--- config.mk ---
export PLATFORM = sky130hd
export DESIGN_NAME = counter_ctrl
export DESIGN_NICKNAME = d
export VERILOG_FILES = /design/src/rtl/counter_ctrl_pkg.sv /design/src/rtl/counter_ctrl_prescaler.sv /design/src/rtl/counter_ctrl.sv
export SDC_FILE = /design/constraint.sdc
export NUM_CORES = 1
export LEC_CHECK = 0
export CAP_MARGIN = 20
export CORE_ASPECT_RATIO = 0.6
export CORE_UTILIZATION = 40
export CTS_CLUSTER_SIZE = 8
export DETAILED_ROUTE_END_ITERATION = 10
export PLACE_DENSITY_LB_ADDON = 0.2
export SYNTH_ARGS = -nofsm -noshare
export SYNTH_HDL_FRONTEND = slang
export SYNTH_HIERARCHICAL = 1
export SYNTH_SLANG_ARGS = --single-unit
--- constraint.sdc ---
create_clock -name clk -period 2.65 [get_ports clk]
set_clock_uncertainty 0.15 [all_clocks]
set_input_delay 0.53 -clock clk [delete_from_list [all_inputs] [get_ports clk]]
set_output_delay 0.53 -clock clk [all_outputs]
set_load 0.05 [all_outputs]
--- src/rtl/counter_ctrl_pkg.sv ---
// Shared types and constants for the counter_ctrl block.
// Optional prescaler is enabled with the COUNTER_CTRL_PRESCALE_EN macro.
package counter_ctrl_pkg;

    typedef enum logic [1:0] {
        ST_IDLE  = 2'd0,
        ST_ARMED = 2'd1,
        ST_RUN   = 2'd2,
        ST_DONE  = 2'd3
    } state_t;

    localparam logic MODE_ONESHOT = 1'b0;
    localparam logic MODE_AUTO    = 1'b1;

    localparam logic [7:0] WRAP_MAX = 8'hFF;

endpackage

--- src/rtl/counter_ctrl_prescaler.sv ---
// Step-enable generator: one step pulse every PRESCALE cycles while not cleared.
// Only compiled when COUNTER_CTRL_PRESCALE_EN is defined.
`ifdef COUNTER_CTRL_PRESCALE_EN
module ctr_prescaler #(
    parameter int PRESCALE = 4
) (
    input  logic clk,
    input  logic reset,
    input  logic clear_i,
    output logic step_o
);

    localparam int CW = (PRESCALE > 1) ? $clog2(PRESCALE) : 1;

    logic [CW-1:0] cnt_q;
    logic [CW-1:0] cnt_d;

    assign step_o = (cnt_q == CW'(PRESCALE - 1));

    always_comb begin
        cnt_d = step_o ? '0 : cnt_q + CW'(1);
    end

    always_ff @(posedge clk) begin
        if (reset || clear_i) begin
            cnt_q <= '0;
        end else begin
            cnt_q <= cnt_d;
        end
    end

endmodule
`endif

--- src/rtl/counter_ctrl.sv ---
// Configurable terminal counter with one-shot / auto-reload modes.
// Define COUNTER_CTRL_PRESCALE_EN to count once every PRESCALE cycles instead of every cycle.
module counter_ctrl
    import counter_ctrl_pkg::*;
#(
    parameter int WIDTH = 8
`ifdef COUNTER_CTRL_PRESCALE_EN
    ,
    parameter int PRESCALE = 4
`endif
) (
    input  logic             clk,
    input  logic             reset,
    input  logic             cfg_valid,
    output logic             cfg_ready,
    input  logic [WIDTH-1:0] cfg_limit,
    input  logic             cfg_mode,
    input  logic             start,
    input  logic             stop,
    output logic [WIDTH-1:0] q,
    output logic             busy,
    output logic             done,
    output logic [7:0]       wrap_cnt,
    output logic [1:0]       state_dbg
);

    // cfg handshake: a configuration transfers on a rising edge where cfg_valid
    // and cfg_ready are both high; cfg_ready is high only in IDLE, so a
    // requester must hold cfg_valid (and its data) until it sees cfg_ready.

    state_t           state_q, state_d;
    logic [WIDTH-1:0] q_q, q_d;
    logic [WIDTH-1:0] limit_q, limit_d;
    logic             mode_q, mode_d;
    logic             done_q, done_d;
    logic [7:0]       wrap_q, wrap_d;
    logic             step;

`ifdef COUNTER_CTRL_PRESCALE_EN
    // Held clear outside RUN so every RUN entry starts a fresh prescale period.
    ctr_prescaler #(
        .PRESCALE (PRESCALE)
    ) u_prescaler (
        .clk     (clk),
        .reset   (reset),
        .clear_i ((state_q != ST_RUN) || stop),
        .step_o  (step)
    );
`else
    assign step = 1'b1;
`endif

    always_comb begin
        state_d   = state_q;
        q_d       = q_q;
        limit_d   = limit_q;
        mode_d    = mode_q;
        done_d    = 1'b0;
        wrap_d    = wrap_q;
        cfg_ready = 1'b0;
        case (state_q)
            ST_IDLE: begin
                cfg_ready = 1'b1;
                if (cfg_valid) begin
                    limit_d = cfg_limit;
                    mode_d  = cfg_mode;
                    wrap_d  = 8'd0;
                    state_d = ST_ARMED;
                end
            end
            ST_ARMED: begin
                if (stop) begin
                    state_d = ST_IDLE;
                end else if (start) begin
                    q_d     = '0;
                    state_d = ST_RUN;
                end
            end
            ST_RUN: begin
                // stop has priority over a coincident terminal count.
                if (stop) begin
                    state_d = ST_IDLE;
                end else if (step) begin
                    if (q_q == limit_q) begin
                        done_d = 1'b1;
                        if (mode_q == MODE_AUTO) begin
                            q_d    = '0;
                            wrap_d = (wrap_q == WRAP_MAX) ? wrap_q : wrap_q + 8'd1;
                        end else begin
                            state_d = ST_DONE;
                        end
                    end else begin
                        q_d = q_q + WIDTH'(1);
                    end
                end
            end
            ST_DONE: begin
                state_d = ST_IDLE;
            end
            default: begin
                state_d = ST_IDLE;
            end
        endcase
    end

    always_ff @(posedge clk) begin
        if (reset) begin
            state_q <= ST_IDLE;
            q_q     <= '0;
            limit_q <= '0;
            mode_q  <= MODE_ONESHOT;
            done_q  <= 1'b0;
            wrap_q  <= 8'd0;
        end else begin
            state_q <= state_d;
            q_q     <= q_d;
            limit_q <= limit_d;
            mode_q  <= mode_d;
            done_q  <= done_d;
            wrap_q  <= wrap_d;
        end
    end

    assign q         = q_q;
    assign done      = done_q;
    assign wrap_cnt  = wrap_q;
    assign busy      = (state_q == ST_ARMED) || (state_q == ST_RUN);
    assign state_dbg = state_q;

endmodule
==> run metrics <==
Arr. time, crit path=1820 ps; setup bufs post-CTS=0; CP max stage cell=clkdlybuf4s50_1; DR WL/cell=14.8 um; vias in the first global route=1,416; Slew @ Worst Pin=591 ps; power density over the cells=459 nW/um^2; Post-Synthesis Cells=178; grt total ovfl=0; CTS H-Tree Depth=1; R2R Path Start=wrap_cnt[0]$_SDFFE_PP0P_; die area=3940 sq um; Vias/cell=5.59; worst-path fanout max=6; drt drc=0; CP Buf/Inv Count=2; Max-cap violations=0; Post-Synth Adder-Cell Area=4.25%; IO buf count=34; CP startpoint kind=flop; RSZ-0062 raised after global routing=no; Area Overhead vs Synth=32.7%; final hold vios=0; Hold-fix buffers, CTS=0; CP peak stage delay=840 ps; drt first pass iters=4; initial antenna violation count=0; fin nets=236; Max-Slew Margin vs Limit=60.3%; CP Launch Point=state_dbg[1]$_SDFFE_PP0P_; max-slew violations=0; post-synthesis mux area share=1.36%; xor/xnor cell area share of the yosys netlist=4.76%; Util after Layout=57.8%; Yosys reg bits=28; ys flop type=dfxtp_1; final setup fails=0; final setup TNS=0 ps; Hold Slack=327 ps; First DRT Iteration DRCs=96; placed instance area=1900 sq um; CTS Buf Count=3; dpl hpwl=2970 um; Leak=0.629 nW; Finished Cell Area=1950 sq um; placer congestion estimate=0.896; Clock Latency Late Sink=270 ps; period utilization=94.2%; outcome=finished, final reports clean; largest family of logic cells by synthesized area=compound AO/OA/AOI/OAI gates; yosys warns=6; register area=563 sq um; ys async rst share=0%; ANT cells=0; clk buf depth=2; most frequent cell after synthesis=dfxtp_1; mapped cell area=1470 sq um; Cell variety after synth=35; number of fill cells in the layout=296; critical path class=reg -> out; number of enable flip-flop cells after synthesis=0; crit-path cells=inv_1 > ha_1 > clkdlybuf4s50_1; ANT nets after route=0; commonest cells in the netlist=28 x dfxtp_1, 25 x nand2_1, 20 x a21oi_1; Max VDD drop=248 uV; hold_sp=limit_q[0]$_SDFFE_PP0P_; overall power=0.000898 W; initial core utilization=43.5%; ranking of synthesized cells by area=dfxtp_1 38%, a21oi_1 6.8%, nand2_1 6.4%; share of cells above drive strength 1=9.72%; area of the multi-input gates=846 sq um; CTS tree=yes; Clock transition at path regs=100 ps; CP Capture Type=output port; via count=1,459; critical path required time=1970 ps; synthesized area per cell=8.27 sq um; die height=49 um; num ports=35; Root Driver=clkbuf_8; pin count of the biggest net entering global routing=18; # rows=16; top cell type by total area after synthesis=dfxtp_1; Peak Freq=401 MHz; Total GRT Usage=21.4%; Die W=80.3 um; Synth Area in Compound Gates=25.1%; Synth top area share=38.1%; Resize count post-CTS=0; sequential-to-total area share from yosys stat=38.1%; syn_nets=197; CTS sink cnt=28; global-route wire length before repair=6620 um; simple-gate share of the synthesized area=22.0%; worst min-delay path class=reg -> reg; Placeable Area=3380 sq um; Period minus WS final=2500 ps; CP top delay family=buffers and inverters; Post-Route WL=3870 um
[final timing paths]
| kind | depth (start not counted) | slack, ps | end |
|---|---|---|---|
| worst max-delay path | 3 | 150 | cfg_ready |
| worst min-delay path | 2 | 330 | limit_q[0]$_SDFFE_PP0P_ |
| worst max register to register | 8 | 390 | wrap_cnt[3]$_SDFFE_PP0P_ |
| worst min register to register | 2 | 330 | limit_q[0]$_SDFFE_PP0P_ |
[power breakdown]
| part | switching [W] | internal (W) |
|---|---|---|
| logic | 0.000114 | 0.0000732 |
| registers | 0.0000104 | 0.000434 |
| clock network | 0.000133 | 0.000133 |
| total | 0.000257 | 0.000641 |
[placed cells by master (no fill, tap or decap), drive strengths merged]
cell type | Yosys | final
a211oi | 1 | 1
a21o | 1 | 1
a21oi | 20 | 20
a221oi | 1 | 1
a311o | 1 | 1
a311oi | 6 | 6
a31o | 4 | 4
a31oi | 2 | 2
and2 | 1 | 1
and3 | 1 | 1
and4 | 2 | 2
buf | 2 | 8
clkbuf | 6 | 4
clkdlybuf4s50 | 0 | 34
dfxtp | 28 | 28
ha | 5 | 5
inv | 9 | 9
mux2i | 2 | 2
nand2 | 25 | 25
nand2b | 2 | 2
nand3 | 8 | 8
nand4 | 3 | 3
nand4b | 1 | 1
nor2 | 8 | 8
nor2b | 1 | 1
nor3 | 3 | 3
nor4 | 1 | 1
o21ai | 5 | 5
o221ai | 2 | 2
o31a | 3 | 3
o31ai | 8 | 8
or3 | 5 | 5
or4 | 3 | 3
xnor2 | 8 | 8
[kinds of logic after synthesis]
kind of cell             count (synthesis)
AND/OR/NAND/NOR                         64
AO/OA/AOI/OAI                           54
flip-flops                              28
buffers and inverters                   17
XOR/XNOR                                 8
adder cells (fa/ha/maj)                  5
multiplexers                             2
[routing by layer]
layer  share of wire, %  global-route usage [%]  up-vias
met5                  0                       0        -
met4               0.49                    3.87        0
met3                4.9                    4.49        4
met2                 43                    34.2       40
met1                 52                    29.9      681
li1                   -                       -      734
[per-stage QoR]
| step | instances | setup WS, ps |
|---|---|---|
| 2_1_floorplan | 178 | 125 |
| 3_3_place_gp | 257 | 187 |
| 3_5_place_dp | 257 | 104 |
| 4_1_cts | 261 | 144 |
| 5_1_grt | 261 | 42.7 |
| 6_report | 261 | 154 |
[final cells by class]
cell class                      instances  area share, %
Sequential cell                        28           28.8
Clock buffer                            4           2.82
Multi-Input combinational cell        133           43.3
Timing Repair Buffer                   42           20.5
Inverter                                9           1.73
Tap cell                               45           2.88
[worst reg2reg max path: stages, from the launching register on]
cell	delay, ps
dfxtp_1	430
ha_1	250
nand3_1	90
nor2_1	260
a311o_1	270
buf_4	200
o21ai_0	90
buf_4	160
a311oi_1	270
[flip-flops by register name (all words and copies together), names as in the netlist]
| register | cells |
|---|---|
| done | 1 |
| limit_q | 8 |
| mode_q | 1 |
| q | 8 |
| state_dbg | 2 |
| wrap_cnt | 8 |
Note: power is estimated with default switching activity, not from simulation.
